--- src/rtl/sar_search_8_bits_pkg.sv ---
`default_nettype none
// ============================================================================
//  Module      : sar_search_8_bits_pkg
//  Description : Shared definitions for the successive-approximation search:
//                state encodings, settle counter width and a one-hot check
//                for comparator eq/gt/lt flag triples.
//  Revision    : 1.0 - initial release
// ============================================================================
package sar_search_8_bits_pkg;

    // FSM state encodings
    localparam logic [1:0] SAR_IDLE   = 2'd0;
    localparam logic [1:0] SAR_TRY    = 2'd1;
    localparam logic [1:0] SAR_VERIFY = 2'd2;
    localparam logic [1:0] SAR_DONE   = 2'd3;

    // Settle counter width: SETTLE ranges 0..15
    localparam int SETTLE_W = 4;

    // True when exactly one of the three comparator flags is set
    function automatic logic onehot3(input logic eq, input logic gt, input logic lt);
        return ({eq, gt, lt} == 3'b100) ||
               ({eq, gt, lt} == 3'b010) ||
               ({eq, gt, lt} == 3'b001);
    endfunction

endpackage
`default_nettype wire

--- src/rtl/sar_search_8_bits_settle.sv ---
`default_nettype none
// ============================================================================
//  Module      : sar_settle_timer
//  Description : Loadable down-counter that spaces comparator samples.
//                load reloads SETTLE, tick counts down to zero and stops.
//                With SETTLE=0 the count never leaves zero, so zero is
//                permanently true.
//  Revision    : 1.0 - initial release
// ============================================================================
module sar_settle_timer
    import sar_search_8_bits_pkg::*;
#(
    parameter int SETTLE = 0
) (
    input  logic clk,
    input  logic rst_n,
    input  logic load,
    input  logic tick,
    output logic zero
);

    localparam logic [SETTLE_W-1:0] c_load = SETTLE_W'(SETTLE);

    logic [SETTLE_W-1:0] r_count;

    // Reload on request, otherwise count down and park at zero
    always_ff @(posedge clk or negedge rst_n) begin
        if (!rst_n) begin
            r_count <= '0;
        end else if (load) begin
            r_count <= c_load;
        end else if (tick && (r_count != '0)) begin
            r_count <= r_count - SETTLE_W'(1);
        end
    end

    assign zero = (r_count == '0);

endmodule
`default_nettype wire

--- src/rtl/sar_search_8_bits.sv ---
`default_nettype none
// ============================================================================
//  Module      : sar_search_8_bits
//  Description : Successive-approximation search engine. Drives a trial word
//                onto an external comparator and resolves the target MSB-first
//                from the one-hot eq/gt/lt flags, reporting result/found/err.
//  Revision    : 1.0 - initial release
// ============================================================================
module sar_search_8_bits
    import sar_search_8_bits_pkg::*;
#(
    parameter int WIDTH  = 8,
    parameter int SETTLE = 0
) (
    input  logic             clk,
    input  logic             rst_n,
    input  logic             start,
    input  logic             cmp_eq,
    input  logic             cmp_gt,
    input  logic             cmp_lt,
    output logic [WIDTH-1:0] trial,
    output logic             busy,
    output logic             done,
    output logic [WIDTH-1:0] result,
    output logic             found,
    output logic             err
);

    localparam int               IDX_W     = (WIDTH > 1) ? $clog2(WIDTH) : 1;
    localparam logic [IDX_W-1:0] c_idx_max = IDX_W'(WIDTH - 1);
    localparam logic [WIDTH-1:0] c_msb     = {1'b1, {(WIDTH-1){1'b0}}};

    logic [1:0]       r_state;
    logic [IDX_W-1:0] r_idx;
    logic [WIDTH-1:0] r_trial;
    logic [WIDTH-1:0] r_result;
    logic             r_busy;
    logic             r_done;
    logic             r_found;
    logic             r_err;

    logic             w_zero;
    logic             w_in_slot;
    logic             w_sample;
    logic             w_load;
    logic             w_tick;
    logic             w_onehot;
    logic [IDX_W-1:0] w_idx_dn;

    // A sample edge is the first edge of a compare slot with the settle count expired
    assign w_in_slot = (r_state == SAR_TRY) || (r_state == SAR_VERIFY);
    assign w_sample  = w_in_slot && w_zero;
    assign w_load    = ((r_state == SAR_IDLE) && start) || w_sample;
    assign w_tick    = w_in_slot && !w_zero;
    assign w_onehot  = onehot3(cmp_eq, cmp_gt, cmp_lt);
    assign w_idx_dn  = r_idx - IDX_W'(1);

    sar_settle_timer #(
        .SETTLE (SETTLE)
    ) u_settle (
        .clk   (clk),
        .rst_n (rst_n),
        .load  (w_load),
        .tick  (w_tick),
        .zero  (w_zero)
    );

    // Search FSM: trial bit decisions, result capture and status flags
    always_ff @(posedge clk or negedge rst_n) begin
        if (!rst_n) begin
            r_state  <= SAR_IDLE;
            r_idx    <= c_idx_max;
            r_trial  <= '0;
            r_result <= '0;
            r_busy   <= 1'b0;
            r_done   <= 1'b0;
            r_found  <= 1'b0;
            r_err    <= 1'b0;
        end else begin
            r_done <= 1'b0;
            case (r_state)
                SAR_IDLE: begin
                    if (start) begin
                        r_trial <= c_msb;
                        r_idx   <= c_idx_max;
                        r_found <= 1'b0;
                        r_err   <= 1'b0;
                        r_busy  <= 1'b1;
                        r_state <= SAR_TRY;
                    end
                end
                SAR_TRY: begin
                    if (w_sample) begin
                        if (!w_onehot) begin
                            r_err    <= 1'b1;
                            r_found  <= 1'b0;
                            r_result <= r_trial;
                            r_busy   <= 1'b0;
                            r_done   <= 1'b1;
                            r_state  <= SAR_DONE;
                        end else if (cmp_eq) begin
                            // Exact hit: the remaining bits need no resolving
                            r_result <= r_trial;
                            r_found  <= 1'b1;
                            r_busy   <= 1'b0;
                            r_done   <= 1'b1;
                            r_state  <= SAR_DONE;
                        end else begin
                            // gt keeps the bit under test, lt clears it
                            r_trial[r_idx] <= cmp_gt;
                            if (r_idx != '0) begin
                                r_trial[w_idx_dn] <= 1'b1;
                                r_idx             <= w_idx_dn;
                            end else begin
                                r_state <= SAR_VERIFY;
                            end
                        end
                    end
                end
                SAR_VERIFY: begin
                    if (w_sample) begin
                        r_result <= r_trial;
                        r_busy   <= 1'b0;
                        r_done   <= 1'b1;
                        r_state  <= SAR_DONE;
                        if (!w_onehot) begin
                            r_err   <= 1'b1;
                            r_found <= 1'b0;
                        end else begin
                            r_found <= cmp_eq;
                        end
                    end
                end
                SAR_DONE: begin
                    r_state <= SAR_IDLE;
                end
                default: begin
                    r_state <= SAR_IDLE;
                end
            endcase
        end
    end

    assign trial  = r_trial;
    assign busy   = r_busy;
    assign done   = r_done;
    assign result = r_result;
    assign found  = r_found;
    assign err    = r_err;

endmodule
`default_nettype wire

--- config.mk ---
export PLATFORM = sky130hd
export DESIGN_NAME = sar_search_8_bits
export DESIGN_NICKNAME = d
export VERILOG_FILES = /design/src/rtl/sar_search_8_bits_pkg.sv /design/src/rtl/sar_search_8_bits_settle.sv /design/src/rtl/sar_search_8_bits.sv
export SDC_FILE = /design/constraint.sdc
export NUM_CORES = 1
export LEC_CHECK = 0
export ABC_CLOCK_PERIOD_IN_PS = 4200
export BUFFER_PORTS_ARGS = -buffer_cell sky130_fd_sc_hd__buf_2
export CORE_MARGIN = 2
export CORE_UTILIZATION = 37
export CTS_CLUSTER_DIAMETER = 40
export DETAILED_ROUTE_END_ITERATION = 8
export PLACE_DENSITY_LB_ADDON = 0.05
export RECOVER_POWER = 25
export SYNTH_ARGS = -nofsm -noshare
export SYNTH_HDL_FRONTEND = slang
export SYNTH_SLANG_ARGS = --single-unit
--- constraint.sdc ---
create_clock -name clk -period 4.2 [get_ports clk]
set_clock_uncertainty 0.2 [all_clocks]
set_input_delay 0.42 -clock clk [delete_from_list [all_inputs] [get_ports clk]]
set_output_delay 0.42 -clock clk [all_outputs]
set_load 0.05 [all_outputs]
-- Yosys cells after proc, flatten, opt, wreduce, memory -nomap -nowiden
Index checks and enable logic that the tools add are counted.
- $add $sub $neg: 2
- magnitude comparators: 4
- eq/ne operators: 16
- multiplexer cells: 52
- bitwise gates (word level): 1
- reduce and logical (&&, ||, !) cells: 27
- operators with widths (kind ; number):
    $mux 8 ; 9
    $pmux 8 s2 ; 2
    $mux 1 ; 19
    $mux 3 ; 5
    $mux 2 ; 6
    $ne 2x2->1 const B ; 6
    $reduce_and 4->1 ; 3
    $reduce_and 5->1 ; 2
    $bwmux 8 ; 1
    $lt 3x4->1 const B ; 2
    $mux 4 ; 2
    $or 8x8->8 ; 1
    $pmux 2 s4 ; 1
    $reduce_bool 2->1 ; 4
    $demux 1 s3 ; 2
    $ge 3x1->1 const B ; 2
    $logic_and 1x1->1 ; 6
    $pmux 1 s3 ; 2
    $pmux 3 s2 ; 1
    $reduce_and 6->1 ; 1
    $reduce_bool 3->1 ; 2
    $eq 2x2->1 const B ; 2
    $logic_not 4->1 ; 1
    $logic_or 1x1->1 ; 4
    14 further kinds ; 16
- register bits after elaboration: 29
- output and inout bits: 20

-- Logic depth before layout (Yosys ltp)
- depth after elaboration: 11
- gate-level depth with buffers: 8

-- Hierarchy
From an unflattened synthesis, not the netlist that was laid out.
- cell total of the unflattened synthesis: 179
- area total of the unflattened synthesis: 1790.5 µm²
- modules (own cells, without submodules) (module ; times used ; cells an instance ; area an instance (µm²)):
    sar_search_8_bits ; 1 ; 155 ; 1542.7
    sar_settle_timer ; 1 ; 24 ; 247.7

-- Worst setup path after synthesis
Ideal clock, no wire load.
- path type: register to register
- start: reg r_idx[0]
- end: reg r_state[1]
- data arrival time: 1.931 ns
- data required time: 3.872 ns
- setup slack: 1.941 ns
- stages on the path, launching flop included: 8
- cell sequence: dfstp_2 clkbuf_1 inv_1 ha_1 nor2b_1 o31a_1 o21ai_2 mux2_1
- word-level cells in the longest chain between the ends: 3
- RTL lines (element ; RTL line ; RTL):
    start: declaration ; sar_search_8_bits.sv:34 ; logic [IDX_W-1:0] r_idx;
    start signal: assignment ; sar_search_8_bits.sv:72 ; r_idx <= c_idx_max;
    start signal: assignment ; sar_search_8_bits.sv:85 ; r_idx <= c_idx_max;
    start signal: assignment ; sar_search_8_bits.sv:113 ; r_idx <= w_idx_dn;
    $reduce_bool 3->1 ; sar_search_8_bits.sv:111 ; if (r_idx != '0) begin
    $ne 4x4->1 (no line) ; - ;
    $reduce_and 4->1 (no line) ; - ;
    end signal: assignment ; sar_search_8_bits.sv:107 ; r_state <= SAR_DONE;
    end signal: assignment ; sar_search_8_bits.sv:115 ; r_state <= SAR_VERIFY;
    end signal: assignment ; sar_search_8_bits.sv:125 ; r_state <= SAR_DONE;
    end: declaration ; sar_search_8_bits.sv:33 ; logic [1:0] r_state;
No other way between the ends.
A chain may end at the register's enable or synchronous reset.

-- Worst setup path in the final report
- start: reg r_state[1]
- end: reg r_trial[1], in the netlist trial[1]
- word-level cells in the longest chain between the ends: 5
- elaborated cells between the ends (all ways): 12
- RTL lines (element ; RTL line ; RTL):
    start signal: assignment ; sar_search_8_bits.sv:71 ; r_state <= SAR_IDLE;
    start signal: assignment ; sar_search_8_bits.sv:89 ; r_state <= SAR_TRY;
    start signal: assignment ; sar_search_8_bits.sv:100 ; r_state <= SAR_DONE;
    $eq 2x1->1 or $eq 2x2->1 (tied branches) ; sar_search_8_bits.sv:51 ; assign w_in_slot = (r_state == SAR_TRY) || (r_state == SAR_VERIFY);
    $logic_or 1x1->1 (*) ; sar_search_8_bits.sv:51 ;
    via w_in_slot ; sar_search_8_bits.sv:43 ; logic w_in_slot;
    $logic_and 1x1->1 (*) ; sar_search_8_bits.sv:52 ; assign w_sample = w_in_slot && w_zero;
    $ne 2x2->1 (no line) (*) ; - ;
    $reduce_and 5->1 (no line) (*) ; - ;
    end signal: assignment ; sar_search_8_bits.sv:84 ; r_trial <= c_msb;
    end signal: indexed assignment ; sar_search_8_bits.sv:110 ; r_trial[r_idx] <= cmp_gt;
    end: declaration ; sar_search_8_bits.sv:35 ; logic [WIDTH-1:0] r_trial;
Mark *: on every way through the listed nets, which the timed path passes. The rest lies on a longest branch.

==> results by group <==
Run status
  • Run status: complete, but fails checks
  • Violated checks: max-capacitance violations, max-slew violations

Route
  • Final ANT Viol Nets: 0
  • Routed len/inst: 15.4 um
  • Total wire length after detailed routing: 4430 um
  • First DRT Iteration DRCs: 107
  • Vias per inst: 5.27
  • DRC viols: 0
  • Routed vias: 1517
  • Drt pass-1 iters: 4

Setup path
  • WP data required: 4160 ps
  • FF-to-FF path depth: 6
  • Critical Path AT: 2700 ps
  • Peak fanout along the critical path: 11
  • Reg2reg end: trial[1]
  • R2r setup slk: 1470 ps
  • CP Capture Type: flop
  • FF-to-FF Start: r_state[1]
  • Worst Setup Start Kind: flop
  • Critical path class: flop to flop

Hold path
  • Worst hold start: start
  • Hold Path Cell Cnt: 2
  • Hold Crit Endpoint: u_settle.r_count[0]
  • Worst hold path class: input port to flop

Yosys
  • Number of flops mapped to enable cells by yosys: 0
  • Syn Inst Count: 197
  • Seq cells post-synth: 29
  • Register area share after synthesis: 0.377
  • Synth Cell Area: 1940 um2
  • YS warnings: 0
  • Ys async rst share: 1.00
  • Main synth FF type: dfrtp_1
  • Netlist cell types: 55
  • Syn Nets: 211
  • Avg Cell Area, Syn: 9.83 um2

GRT
  • Vias in the first global route: 1623
  • First-pass GRT wire length: 7820 um
  • Met3 usage: 0.0344
  • Met1 Resource Use GR: 0.212
  • Gr usage total: 0.166
  • Grt ovf: 0
  • Gr busiest metal: met2
  • Largest net degree at the start of global routing: 30
  • Initial antenna violation count: 0
  • Met2 usage: 0.270

Clocking
  • Cts hold-fix bufs: 1
  • CTS tree: yes
  • Post-CTS Setup Bufs: 0
  • Root Driver: clkbuf_8
  • Htree depth: 2
  • Clock Latency Late Sink: 280 ps
  • Post-cts resize count: 0
  • CTS clk-pin slew, worst paths: 70 ps
  • Clock sink total: 29
  • Clock buffer depth: 2
  • CTS Buf Count: 5

Cells and area
  • Filler cells: 524
  • Syn-to-layout area delta: 11.8%
  • Most frequent cells in the layout: dfrtp_1 (26), buf_2 (23), nand2_1 (15), o21ai_0 (14), nor2_1 (13)
  • Layout cells sized above 1: 0.257
  • Commonest non-fill, non-tap cell in the layout: dfrtp_1
  • N_diodes: 0
  • Multi-input logic area: 1090 um2
  • Number of nets in the layout: 231
  • Sequential Area: 729 um2

Timing
  • Final period util: 0.651
  • Slew @ Worst Pin: 1580 ps
  • RSZ-0062 raised after global routing: false
  • Max transition margin: -0.0531
  • Setup Viol. Count Final: 0
  • Tmin final: 2730 ps
  • FMAX: 366 MHz
  • Final hold vios: 0
  • Max-slew violation count: 30
  • TNS Setup: 0 ps

Power and ir drop
  • Power Dens Cells: 662 nW/um2
  • Leak: 0.000971 uW
  • Design Power: 1430 uW
  • Worst VDD drop: 0.000350 V

Run
  • MaxCap Viol Count: 1

Place
  • Dpl hpwl: 3200 um
  • Gpl congestion: 0.852
  • Port bufs: 25

Floorplanning
  • Die Wd: 76.4 um
  • Ports: 26
  • DIE AREA: 5830 um2
  • Row count: 26
  • Die Ht: 76.4 um
  • Starting density of the core: 0.382
  • Core area: 5070 um2
[final cells by class]
class / instances / area share
clock buffers: 6 / 0.0335
repair buffers: 26 / 0.0613
inverters: 10 / 0.0173
flip-flops and latches: 29 / 0.337
clock inverters: 2 / 0.00462
well taps: 70 / 0.0405
multi-input cells: 145 / 0.506
[cell usage after synthesis, drive strengths merged, types with 2 or more instances]
master	instances	area, um2
a31oi	2	27.5
mux2	11	154
nor3	10	50.1
a32oi	3	26.3
nor4	2	27.5
a22oi	2	15.0
a21oi	9	48.8
buf	7	52.5
dfstp	3	78.8
nand2	16	62.6
mux2i	5	50.1
nand2b	3	18.8
a221o	7	70.1
o22ai	2	12.5
inv	10	37.5
nor2	14	55.1
xor2	3	33.8
ha	8	100
nor3b	2	15.0
nor2b	5	31.3
or2	2	12.5
dfrtp	26	651
nand3	5	30.0
clkbuf	6	22.5
o21ai	17	92.6
xnor2	2	25.0
[cell families after synthesis]
kind of cell / Yosys count / synth area share
buffers and inverters: 23 / 0.0581
adders and majority gates: 8 / 0.0517
and+or+nand+nor: 64 / 0.182
muxes: 16 / 0.105
xor gates and xnor gates: 5 / 0.0304
AOI/OAI and AO/OA: 52 / 0.196
DFF: 29 / 0.377
[critical path, stage by stage, from the launching register on]
cell and delay (ps):
dfrtp_1 410, inv_1 100, ha_1 510, nand4bb_1 450, nor4_4 420, a21oi_2 140
a221o_1 380
[per-layer routing]
| metal | vias up | wire length (um) |
|---|---|---|
| li1 | 758 | - |
| met1 | 721 | 2060 |
| met2 | 31 | 2120 |
| met3 | 7 | 163 |
| met4 | 0 | 86 |
| met5 | - | 0 |
[flip-flops by register name, indices dropped and copies added, names as in the netlist]
register and cells:
result 8, trial 8, u_settle.r_count 4, r_idx 3, r_state 2, busy 1
done 1, err 1, found 1
[power breakdown]
group	internal, uW	switching, uW	leakage (uW)
Sequential	353	61.6	0.000370
Combinational	296	498	0.000556
Clock	115	110	0.0000450
[worst max-delay path by stage]
stage | startpoint | endpoint | slack, ps | cells after the start
after floorplan | r_idx[0] | r_state[1] | 1940 | 7
after global placement | r_state[1] | trial[6] | 1620 | 6
after detailed placement | r_state[1] | trial[1] | 1480 | 6
after CTS | r_state[1] | trial[1] | 1470 | 6
after global routing | r_state[0] | trial[6] | 1320 | 6
final | r_state[1] | trial[1] | 1470 | 6
[per-stage QoR]
| stage | std cells | setup WS [ps] | hold slack, ps | util | cell area [um2] |
|---|---|---|---|---|---|
| final | 288 | 1470 | 195 | 0.427 | 2160 |
| after global routing | 288 | 1320 | 223 | 0.427 | 2160 |
| after CTS | 288 | 1470 | 205 | 0.427 | 2170 |
| after detailed placement | 279 | 1480 | 286 | 0.409 | 2070 |
| after global placement | 279 | 1620 | 283 | 0.409 | 2070 |
| after floorplan | 197 | 1940 | -75.6 | - | 1940 |
No activity file was read; power rests on OpenSTA's default activity.
